<file path="config.mk">
export PLATFORM = sky130hd
export DESIGN_NAME = sap_control_seq
export DESIGN_NICKNAME = d
export VERILOG_FILES = /design/src/rtl/sap_ctrl_pkg.sv /design/src/rtl/sap_control_seq_ring.sv /design/src/rtl/sap_control_seq.sv
export SDC_FILE = /design/constraint.sdc
export NUM_CORES = 1
export LEC_CHECK = 0
export BUFFER_PORTS_ARGS = -buffer_cell sky130_fd_sc_hd__buf_4
export CORE_MARGIN = 2
export CORE_UTILIZATION = 49
export DETAILED_ROUTE_END_ITERATION = 10
export GPL_TIMING_DRIVEN = 0
export PLACE_DENSITY = 0.81
export SYNTH_ARGS = -nofsm -noshare
export SYNTH_HDL_FRONTEND = slang
export SYNTH_HIERARCHICAL = 1
export SYNTH_SLANG_ARGS = --single-unit
</file>
<file path="constraint.sdc">
create_clock -name clk -period 2.9 [get_ports clk]
set_clock_uncertainty 0.05 [all_clocks]
set_input_delay 0.145 -clock clk [delete_from_list [all_inputs] [get_ports clk]]
set_output_delay 0.145 -clock clk [all_outputs]
set_load 0.03 [all_outputs]
</file>
<file path="src/rtl/sap_ctrl_pkg.sv">
// Shared constants for the SAP control sequencer: opcodes, T-state
// encodings, control-word bit positions and the opcode classifier.
package sap_ctrl_pkg;

  // Opcode values as seen in the low four bits of the instruction register
  localparam logic [3:0] OP_LDA = 4'd0;
  localparam logic [3:0] OP_ADD = 4'd1;
  localparam logic [3:0] OP_SUB = 4'd2;
  localparam logic [3:0] OP_STA = 4'd3;
  localparam logic [3:0] OP_JMP = 4'd4;
  localparam logic [3:0] OP_JZ  = 4'd5;
  localparam logic [3:0] OP_JC  = 4'd6;
  localparam logic [3:0] OP_OUT = 4'd14;
  localparam logic [3:0] OP_HLT = 4'd15;

  // One-hot T-state encodings; all-zero means the sequence is halted
  localparam logic [5:0] T_NONE = 6'b000000;
  localparam logic [5:0] T1     = 6'b000001;
  localparam logic [5:0] T2     = 6'b000010;
  localparam logic [5:0] T3     = 6'b000100;
  localparam logic [5:0] T4     = 6'b001000;
  localparam logic [5:0] T5     = 6'b010000;
  localparam logic [5:0] T6     = 6'b100000;

  // Control-word bit positions
  localparam int CW_W  = 14;
  localparam int CW_CP = 0;
  localparam int CW_EP = 1;
  localparam int CW_LM = 2;
  localparam int CW_CE = 3;
  localparam int CW_LI = 4;
  localparam int CW_EI = 5;
  localparam int CW_LA = 6;
  localparam int CW_EA = 7;
  localparam int CW_SU = 8;
  localparam int CW_EU = 9;
  localparam int CW_LB = 10;
  localparam int CW_LO = 11;
  localparam int CW_WE = 12;
  localparam int CW_LP = 13;

  typedef logic [CW_W-1:0] ctrl_word_t;

  // Instruction classes after validity and feature filtering
  typedef enum logic [3:0] {
    I_LDA = 4'd0,
    I_ADD = 4'd1,
    I_SUB = 4'd2,
    I_STA = 4'd3,
    I_JMP = 4'd4,
    I_JZ  = 4'd5,
    I_JC  = 4'd6,
    I_OUT = 4'd7,
    I_HLT = 4'd8,
    I_NOP = 4'd9
  } instr_e;

  // Single-strobe control word
  function automatic ctrl_word_t cw_bit(input int idx);
    return ctrl_word_t'(1) << idx;
  endfunction

  // Map a raw opcode onto an instruction class; invalid or disabled
  // opcodes collapse to NOP
  function automatic instr_e decode_instr(input logic [3:0] op,
                                          input logic       valid,
                                          input logic       jumps);
    instr_e r;
    r = I_NOP;
    if (valid) begin
      case (op)
        OP_LDA:  r = I_LDA;
        OP_ADD:  r = I_ADD;
        OP_SUB:  r = I_SUB;
        OP_STA:  r = I_STA;
        OP_JMP:  r = jumps ? I_JMP : I_NOP;
        OP_JZ:   r = jumps ? I_JZ  : I_NOP;
        OP_JC:   r = jumps ? I_JC  : I_NOP;
        OP_OUT:  r = I_OUT;
        OP_HLT:  r = I_HLT;
        default: r = I_NOP;
      endcase
    end else begin
      r = I_NOP;
    end
    return r;
  endfunction

endpackage

</file>
<file path="src/rtl/sap_control_seq_ring.sv">
// Six-state one-hot T-state ring. Freezes while run is low, returns early
// to T1 on last, and parks at all-zero on halt until clr.
module sap_tstate_ring
  import sap_ctrl_pkg::*;
(
  input  logic       clk,
  input  logic       clr,
  input  logic       run,
  input  logic       last,
  input  logic       halt,
  output logic [5:0] tstate
);

  logic [5:0] ring_r;

  // Advance, hold, short-cut or park the ring; clr always wins
  always_ff @(posedge clk) begin
    if (clr) begin
      ring_r <= T1;
    end else if (!run) begin
      ring_r <= ring_r;
    end else if (halt) begin
      ring_r <= T_NONE;
    end else if (last) begin
      ring_r <= T1;
    end else begin
      // Rotation of the all-zero halted state stays all-zero
      ring_r <= {ring_r[4:0], ring_r[5]};
    end
  end

  assign tstate = ring_r;

endmodule

</file>
<file path="src/rtl/sap_control_seq.sv">
// Variable-length SAP control sequencer: decodes opcode and T-state into
// datapath strobes, gates them with run, and latches the halt condition.
module sap_control_seq
  import sap_ctrl_pkg::*;
#(
  parameter int OPW     = 4,
  parameter int EN_SKIP = 1,
  parameter int EN_JUMP = 1
) (
  input  logic           clk,
  input  logic           clr,
  input  logic [OPW-1:0] ireg,
  input  logic           zf,
  input  logic           cf,
  input  logic           run,
  output logic           cp,
  output logic           ep,
  output logic           lm,
  output logic           ce,
  output logic           li,
  output logic           ei,
  output logic           la,
  output logic           ea,
  output logic           su,
  output logic           eu,
  output logic           lb,
  output logic           lo,
  output logic           we,
  output logic           lp,
  output logic [5:0]     tstate,
  output logic           halted
);

  logic       op_valid;
  instr_e     instr;
  ctrl_word_t cw;
  ctrl_word_t cw_out;
  logic       last_hit;
  logic       halt_hit;
  logic       ring_last;
  logic       halt_set;
  logic       halted_r;
  logic [5:0] ring_state;

  // Any set bit above the 4-bit opcode field makes the opcode a NOP
  assign op_valid = ((ireg >> 4) == '0);
  assign instr    = decode_instr(ireg[3:0], op_valid, (EN_JUMP != 0));

  // Control-word decode from T-state, instruction class and flags
  always_comb begin
    cw       = '0;
    last_hit = 1'b0;
    halt_hit = 1'b0;
    case (ring_state)
      T1: cw = cw_bit(CW_EP) | cw_bit(CW_LM);
      T2: cw = cw_bit(CW_CP);
      T3: cw = cw_bit(CW_CE) | cw_bit(CW_LI);
      T4: begin
        case (instr)
          I_LDA, I_ADD, I_STA: cw = cw_bit(CW_LM) | cw_bit(CW_EI);
          I_SUB: cw = cw_bit(CW_LM) | cw_bit(CW_EI) | cw_bit(CW_SU);
          I_JMP: begin
            cw       = cw_bit(CW_EI) | cw_bit(CW_LP);
            last_hit = 1'b1;
          end
          I_JZ: begin
            if (zf) begin
              cw = cw_bit(CW_EI) | cw_bit(CW_LP);
            end else begin
              cw = '0;
            end
            last_hit = 1'b1;
          end
          I_JC: begin
            if (cf) begin
              cw = cw_bit(CW_EI) | cw_bit(CW_LP);
            end else begin
              cw = '0;
            end
            last_hit = 1'b1;
          end
          I_OUT: begin
            cw       = cw_bit(CW_EA) | cw_bit(CW_LO);
            last_hit = 1'b1;
          end
          I_HLT: halt_hit = 1'b1;
          default: last_hit = 1'b1;
        endcase
      end
      T5: begin
        case (instr)
          I_LDA: begin
            cw       = cw_bit(CW_CE) | cw_bit(CW_LA);
            last_hit = 1'b1;
          end
          I_ADD: cw = cw_bit(CW_CE) | cw_bit(CW_LB);
          I_SUB: cw = cw_bit(CW_CE) | cw_bit(CW_LB) | cw_bit(CW_SU);
          I_STA: begin
            cw       = cw_bit(CW_EA) | cw_bit(CW_WE);
            last_hit = 1'b1;
          end
          default: cw = '0;
        endcase
      end
      T6: begin
        case (instr)
          I_ADD:   cw = cw_bit(CW_LA) | cw_bit(CW_EU);
          I_SUB:   cw = cw_bit(CW_LA) | cw_bit(CW_EU) | cw_bit(CW_SU);
          default: cw = '0;
        endcase
        last_hit = 1'b1;
      end
      default: cw = '0;
    endcase
  end

  // Legacy mode never shortens an instruction; T6 wraps by rotation
  assign ring_last = last_hit && (EN_SKIP != 0);
  // A frozen T4 of HLT must not halt until run returns
  assign halt_set  = run && halt_hit;

  sap_tstate_ring u_ring (
    .clk    (clk),
    .clr    (clr),
    .run    (run),
    .last   (ring_last),
    .halt   (halt_hit),
    .tstate (ring_state)
  );

  // Halt flag: set on the T4 edge of HLT, cleared only by clr
  always_ff @(posedge clk) begin
    if (clr) begin
      halted_r <= 1'b0;
    end else if (halt_set) begin
      halted_r <= 1'b1;
    end else begin
      halted_r <= halted_r;
    end
  end

  // Strobes are silenced while frozen or halted
  assign cw_out = (run && !halted_r) ? cw : '0;

  assign cp     = cw_out[CW_CP];
  assign ep     = cw_out[CW_EP];
  assign lm     = cw_out[CW_LM];
  assign ce     = cw_out[CW_CE];
  assign li     = cw_out[CW_LI];
  assign ei     = cw_out[CW_EI];
  assign la     = cw_out[CW_LA];
  assign ea     = cw_out[CW_EA];
  assign su     = cw_out[CW_SU];
  assign eu     = cw_out[CW_EU];
  assign lb     = cw_out[CW_LB];
  assign lo     = cw_out[CW_LO];
  assign we     = cw_out[CW_WE];
  assign lp     = cw_out[CW_LP];
  assign tstate = ring_state;
  assign halted = halted_r;

endmodule

</file>
==> out/summary.log, run 1 <==
qor: clocking.clock_insertion_delay_worst_skew 260 ps
qor: yosys.synth-seq-area-share 0.199
qor: layout.layout.filler_cells 120
qor: routing.drt_first_iter_violations 36
qor: routing.vias_per_std_cell 6.01
qor: timing.aggregate_negative_setup_slack 0 ps
qor: yosys.ys_ff_latch 7
qor: yosys.netlist_top_cells_area sky130_fd_sc_hd__dfxtp_1, sky130_fd_sc_hd__nand2b_1, sky130_fd_sc_hd__nand4bb_1, sky130_fd_sc_hd__a21oi_1, sky130_fd_sc_hd__nor2b_1
qor: worst_setup_path.crit_start u_ring/tstate[3]$_SDFFE_PP0P_
qor: worst_setup_path.setup.worst_path.start_class flop
qor: clocking.cts_resized 0
qor: worst_setup_path.r2r_slack 650 ps
qor: worst_setup_path.worstReg2RegEnd u_ring/tstate[0]$_SDFFE_PP1P_
qor: floorplan.dieWidth 41.9 µm
qor: timing.final_min_period_over_clock_period 0.774
qor: layout.drive_above_1_share 0.317
qor: timing.hold_ws 54.1 ps
qor: pwr.peakVddDrop 0.000188 V
qor: timing.layout_min_cycle_time 2250 ps
qor: global_routing.grt_start_max_net_pins 11
qor: yosys.yosysUniqueCellTypes 36
qor: worst_setup_path.worst_r2r_startpoint u_ring/tstate[3]$_SDFFE_PP0P_
qor: routing.number_of_detailed_route_iterations_in_the_first_pass 4
qor: run.max_cap_violations 0
qor: layout.layout.cells.most_common_list sky130_fd_sc_hd__buf_4, sky130_fd_sc_hd__a21oi_1, sky130_fd_sc_hd__nand2b_1
qor: routing.routedWlPerCell 14.1 µm
qor: global_routing.first_global_vias 681
qor: placed_design.place_hpwl 1450 µm
qor: timing.hold_viol 0
qor: worst_setup_path.crit_end u_ring/tstate[0]$_SDFFE_PP1P_
qor: yosys.syn-cell-area 703 µm²
qor: yosys.yosys.area.top_type_share 0.199
qor: worst_setup_path.timing.critical_path.arrival 2340 ps
qor: yosys.synthDominantAreaCellType sky130_fd_sc_hd__dfxtp_1
qor: routing.maxUsedRoutingLayer met4
qor: placed_design.buffer_ports.inserted 29
qor: timing.worst-slew-pin-transition 594 ps
qor: floorplan.floorplan.die.height 41.9 µm
qor: placed_design.gp_congestion 0.822
qor: hold_path.hold_path_class input pin to flop
qor: layout.ff_latch_area 140 µm²
qor: clocking.path_clk_slew 60 ps
qor: routing.postRouteWirelength 1910 µm
qor: global_routing.antenna_found_initial 0
qor: clocking.cts_max_level 1
qor: clocking.max-clock-path-buffers 2
qor: routing.drt.antenna.violating_nets 0
qor: routing.met3_wire_length 111 µm
qor: timing.timing.fmax 445 MHz
qor: global_routing.global_route.usage.total 0.220
qor: run_status.status finished clean
qor: worst_setup_path.crit_required 2990 ps
qor: clocking.tritoncts.num_buffers 3
qor: routing.detail_route.drc_violations 0
qor: clocking.tritoncts yes
qor: yosys.ys_warn_count 6
qor: floorplan.design.core.area 1320 µm²
qor: timing.final-setup-viol-count 0
qor: routing.met2_wire_length 872 µm
qor: pwr.cellLeakagePower 0.362 nW
qor: routing.num_vias 811
qor: clocking.numClockSinks 7
qor: layout.area_growth_syn_to_layout 37.4%
qor: floorplan.starting_density_of_the_core 0.534
qor: yosys.synthesis.instances 87
qor: layout.final_common_cell sky130_fd_sc_hd__buf_4
qor: yosys.synth.avg_cell_area 8.08 µm²
qor: global_routing.grt_overflow_total 0
qor: layout.num-nets-final 130
qor: timing.slew_violations 0
qor: worst_setup_path.critical_path_peak_fanout 7
qor: clocking.holdBufCountCts 0
qor: floorplan.floorplan.die_area 1750 µm²
qor: global_routing.grt_first_pass_wirelength 3080 µm
qor: clocking.post-cts-setup-buffers 0
qor: worst_setup_path.criticalPathCategory flop to flop
qor: layout.multi_input_area 548 µm²
qor: layout.diodes 0
qor: yosys.synth_fp_nets 96
qor: floorplan.ioPinCount 30
qor: timing.worst_slew_margin 0.600
qor: floorplan.rows 13
qor: clocking.cts.root.buffer_cell sky130_fd_sc_hd__clkbuf_4
qor: timing.rsz0062_at_grt false
qor: routing.met1Wirelength 898 µm
qor: worst_setup_path.worst-r2r-cell-count 5
qor: pwr.power-per-cell-area 288 nW/µm²
qor: worst_setup_path.critPathCaptureType flop
==> power by group <==
part	switching [W]	internal, W	total [W]
Sequential	0.00000921	0.0000992	0.000108
Clock	0.0000400	0.0000528	0.0000928
Combinational	0.0000438	0.0000337	0.0000775
==> how the worst min path moves through the flow <==
stage	start	endpoint	depth (start not counted)
after floorplan	clr	u_ring/tstate[1]$_SDFFE_PP0P_	1
after global placement	clr	u_ring/tstate[5]$_SDFFE_PP0P_	2
after detailed placement	clr	u_ring/tstate[2]$_SDFFE_PP0P_	2
after CTS	clr	u_ring/tstate[4]$_SDFFE_PP0P_	2
after global routing	clr	u_ring/tstate[2]$_SDFFE_PP0P_	2
final	clr	u_ring/tstate[4]$_SDFFE_PP0P_	2
==> state kept, by name, indices dropped and copies added, names as in the netlist <==
| signal | cells |
|---|---|
| u_ring/tstate | 6 |
| halted | 1 |
==> per-stage QoR <==
step / total power, W / cell area [µm²] / setup WS [ps] / cells / utilization
final: 0.000279 / 966 / 655 / 135 / 0.733
after global routing: 0.000291 / 966 / 501 / 135 / 0.733
after CTS: 0.000279 / 966 / 677 / 135 / 0.733
after detailed placement: 0.000187 / 940 / 670 / 131 / 0.713
after global placement: 0.000185 / 940 / 722 / 131 / 0.713
after floorplan: 0.000156 / 703 / 592 / 87 / -
==> cells in the mapped netlist, drive strengths merged <==
| cell type | count |
|---|---|
| a2111oi | 1 |
| nor2b | 5 |
| o21ba | 1 |
| or3 | 1 |
| nor4b | 3 |
| nand2b | 9 |
| inv | 1 |
| o21ai | 2 |
| nand4bb | 5 |
| nand4b | 2 |
| a311oi | 1 |
| xnor2 | 1 |
| a41oi | 1 |
| nor3b | 3 |
| nor4 | 2 |
| o31ai | 1 |
| nand3 | 3 |
| a211o | 1 |
| buf | 1 |
| nor2 | 9 |
| nand2 | 5 |
| nand4 | 2 |
| clkbuf | 1 |
| nand3b | 2 |
| o22ai | 1 |
| and3b | 1 |
| and4 | 1 |
| and2 | 2 |
| a21oi | 11 |
| a211oi | 1 |
| dfxtp | 7 |
==> cell families after synthesis <==
| kind of cell | after synthesis | share of synthesized area |
|---|---|---|
| AND/OR/NAND/NOR | 55 | 0.553 |
| AO/OA/AOI/OAI | 21 | 0.214 |
| flip-flops | 7 | 0.199 |
| buffers and inverters | 3 | 0.0213 |
| XOR/XNOR | 1 | 0.0125 |
==> layer usage <==
metal / GRT usage / up-vias
li1: - / 399
met1: 0.318 / 377
met2: 0.331 / 30
met3: 0.0261 / 5
met4: 0.0774 / 0
met5: 0 / -
==> critical path: stages, from the launching register on <==
cell and delay (ps):
sky130_fd_sc_hd__dfxtp_1 490, sky130_fd_sc_hd__nor4b_4 400, sky130_fd_sc_hd__nand2_2 160, sky130_fd_sc_hd__nor3b_1 530, sky130_fd_sc_hd__o21ba_1 230, sky130_fd_sc_hd__a211o_1 270
==> area by class of cell <==
class	count	area share
timing repair buffer	29	0.225
tap	15	0.0194
clock buffer	4	0.0272
sequential	7	0.145
buffer	2	0.0117
multi-input combinational	77	0.567
inverter	1	0.00389
No activity file was read; power rests on OpenSTA's default activity.
==> run 2: changes to the inputs <==
ABC_AREA = 1   (was unset)
CORE_ASPECT_RATIO = 1.2   (was unset)
CORE_UTILIZATION = 47   (was 49)
PLACE_DENSITY = 0.77   (was 0.81)
clock period = 2.1 ns   (was 2.9 ns; I/O delays follow)
==> run 2 against run 1 <==
Against the previous run:
- count of clock-buffer cells in the layout did not move
- critical endpoint is now ea
- critical path type is now flop to output port
- core utilization fell by 3.4 points
- non-clock buffer count unchanged
- largest power group unchanged
- worst hold slack improved by 26 ps
- synthesized cell count up 54%
- via count up 10%
- largest cell class unchanged
==> out/summary.log, run 2 <==
qor: placed_design.placedInstanceArea 987 µm²
qor: layout.area_growth_syn_to_layout 36.8%
qor: worst_setup_path.worst-r2r-cell-count 8
qor: routing.drt.antenna.violating_nets 0
qor: layout.drive_above_1_share 0.351
qor: timing.timing.fmax 590 MHz
qor: worst_setup_path.critical_path.cell_chain inv_1, nor2_2, nand2_2, nor2_2, nand2_1, o21ai_2, buf_4
qor: worst_setup_path.worst_r2r_startpoint u_ring/tstate[2]$_SDFFE_PP0P_
qor: routing.num_vias 895
qor: yosys.yosys.area.top_type_share 0.187
qor: timing.hold_ws 79.9 ps
qor: yosys.netlist_top_cells_area sky130_fd_sc_hd__dfxtp_1, sky130_fd_sc_hd__nand2_1, sky130_fd_sc_hd__inv_1, sky130_fd_sc_hd__nor2_1, sky130_fd_sc_hd__nor2_4
qor: layout.largest_register_ffs 6
qor: timing.final_min_period_over_clock_period 0.808
qor: routing.drt_first_iter_violations 4
qor: layout.diodes 0
qor: floorplan.floorplan.die.height 47.7 µm
qor: layout.num-nets-final 178
qor: yosys.synth-seq-area-share 0.187
qor: clocking.max-clock-path-buffers 2
qor: yosys.synthesis.instances 134
qor: routing.number_of_detailed_route_iterations_in_the_first_pass 4
qor: timing.final-setup-viol-count 0
qor: layout.instances_no_fill 185
qor: placed_design.placed_cells 180
qor: clocking.cts_max_level 1
qor: layout.postLayoutCellArea 1020 µm²
qor: worst_setup_path.timing.critical_path.max_delay_family simple AND/OR/NAND/NOR gates
qor: global_routing.global_route.usage.total 0.215
qor: clocking.clock_insertion_delay_worst_skew 250 ps
qor: floorplan.design.core.area 1460 µm²
qor: clocking.tritoncts yes
qor: yosys.yosysUniqueCellTypes 18
qor: yosys.ys_ff_latch 7
qor: yosys.ys.flop_type sky130_fd_sc_hd__dfxtp_1
qor: layout.final_common_cell sky130_fd_sc_hd__nand2_1
qor: placed_design.gp_congestion 0.786
qor: timing.hold_viol 0
qor: timing.worst_slew_margin 0.795
qor: timing.aggregate_negative_setup_slack 0 ps
qor: yosys.syn-cell-area 748 µm²
qor: clocking.cts.root.buffer_cell sky130_fd_sc_hd__clkbuf_4
qor: timing.rsz0062_at_grt false
qor: routing.routedWlPerCell 9.97 µm
qor: timing.slew_violations 0
qor: clocking.numClockSinks 7
qor: floorplan.floorplan.die_area 1930 µm²
qor: pwr.cellLeakagePower 0.573 nW
qor: worst_setup_path.criticalPathCategory flop to output port
qor: placed_design.place_hpwl 1530 µm
qor: pwr.peakVddDrop 0.000342 V
qor: yosys.synthArstFlopShare 0
qor: routing.postRouteWirelength 1850 µm
qor: worst_setup_path.max_stage_delay_cell_worst_path sky130_fd_sc_hd__dfxtp_1
qor: placed_design.buffer_ports.inserted 29
qor: global_routing.antenna_found_initial 0
qor: yosys.synth.top_cells.by_count sky130_fd_sc_hd__nand2_1, sky130_fd_sc_hd__inv_1, sky130_fd_sc_hd__nor2_1
qor: yosys.synthDominantAreaCellType sky130_fd_sc_hd__dfxtp_1
qor: clocking.cts_resized 0
qor: worst_setup_path.crit_path_max_incr_delay 480 ps
qor: global_routing.grt_first_pass_wirelength 2850 µm
qor: yosys.ys_warn_count 6
qor: timing.layout_min_cycle_time 1700 ps
qor: global_routing.grt_overflow_total 0
qor: pwr.power-per-cell-area 403 nW/µm²
qor: hold_path.worst_hold_startpoint run
qor: yosys.synth.most_common_cell sky130_fd_sc_hd__nand2_1
qor: global_routing.grt_start_max_net_pins 10
qor: routing.detail_route.drc_violations 0
qor: run_status.status finished clean
qor: worst_setup_path.crit_start u_ring/tstate[3]$_SDFFE_PP0P_
qor: worst_setup_path.critical_path_peak_fanout 7
qor: placed_design.detailedPlace.worstSlack 637 ps
qor: run.max_cap_violations 0
qor: timing.worst-slew-pin-transition 308 ps
qor: layout.layout.cells.most_common_list sky130_fd_sc_hd__nand2_1, sky130_fd_sc_hd__buf_4, sky130_fd_sc_hd__inv_1
qor: floorplan.dieWidth 40.4 µm
qor: hold_path.whs_path_depth 3
qor: worst_setup_path.crit_required 1950 ps
qor: floorplan.rows 15
qor: timing.setup_ws 404 ps
qor: yosys.synth_enable_flop_cells 0
qor: clocking.path_clk_slew 50 ps
qor: worst_setup_path.path_common_cell sky130_fd_sc_hd__nor2_2
qor: clocking.tritoncts.num_buffers 3
qor: worst_setup_path.critPathCaptureType output port
qor: yosys.synth.avg_cell_area 5.58 µm²
qor: worst_setup_path.worstSetupPathDepth 7
qor: global_routing.first_global_vias 753
qor: yosys.synth_fp_nets 143
qor: hold_path.hold_path_class input pin to flop
qor: floorplan.starting_density_of_the_core 0.511
qor: worst_setup_path.worst_path_buffer_plus_inverter_count 2
qor: worst_setup_path.setup.worst_path.start_class flop
qor: routing.vias_per_std_cell 4.84
qor: worst_setup_path.timing.critical_path.arrival 1540 ps
qor: floorplan.ioPinCount 30
run 2: metal layers:
| layer | vias up | GRT usage | wire length [µm] |
|---|---|---|---|
| met4 | 0 | 0.100 | 0 |
| met3 | 0 | 0.0140 | 58 |
| met1 | 395 | 0.220 | 759 |
| met5 | - | 0 | 0 |
| met2 | 20 | 0.422 | 1030 |
| li1 | 480 | - | - |
run 2: per-stage QoR:
| stage | power, W | utilization |
|---|---|---|
| final | 0.000412 | 0.699 |
| after global routing | 0.000441 | 0.699 |
| after CTS | 0.000418 | 0.699 |
| after detailed placement | 0.000293 | 0.674 |
| after global placement | 0.000290 | 0.674 |
| after floorplan | 0.000243 | - |
run 2: cells by family (layout without fill, tap and decap cells):
logic type,Yosys count,count (layout),synth area share
DFF,7,7,0.187
and+or+nand+nor,81,81,0.528
buffers and inverters,29,63,0.156
AOI/OAI and AO/OA,17,17,0.129
run 2: power by group:
group | switching, W | internal, W
sequential | 0.0000126 | 0.000140
combinational | 0.0000869 | 0.0000521
clock | 0.0000483 | 0.0000724
total | 0.000148 | 0.000264
run 2: worst reg2reg max path, stage by stage, from the launching register on:
cell	delay, ps
sky130_fd_sc_hd__dfxtp_1	490
sky130_fd_sc_hd__nor2_4	70
sky130_fd_sc_hd__nand3_1	150
sky130_fd_sc_hd__nor2_4	60
sky130_fd_sc_hd__nand2_1	50
sky130_fd_sc_hd__nand4_1	160
sky130_fd_sc_hd__nor2_4	180
sky130_fd_sc_hd__nand2_1	90
sky130_fd_sc_hd__a21oi_1	120
run 2: path summary, 6_finish.rpt:
check	endpoint	slack (ps)
min	halted$_SDFFE_PP0P_	80
max reg2reg	u_ring/tstate[3]$_SDFFE_PP0P_	620
max	ea	400
min reg2reg	halted$_SDFFE_PP0P_	450
run 2: area by class of cell:
type | instances | area [µm²]
Timing Repair Buffer | 30 | 228
Multi-Input combinational cell | 98 | 492
Tap cell | 17 | 21.3
Inverter | 28 | 105
Clock buffer | 4 | 26.3
Fill cell | 140 | 440
Buffer | 1 | 11.3
Sequential cell | 7 | 140
run 2: repair_timing:
item	CTS	global route
hold buffers	1	0
hold endpoints to repair	3	0
buffers inserted	0	0
endpoints found under the setup margin	0	0
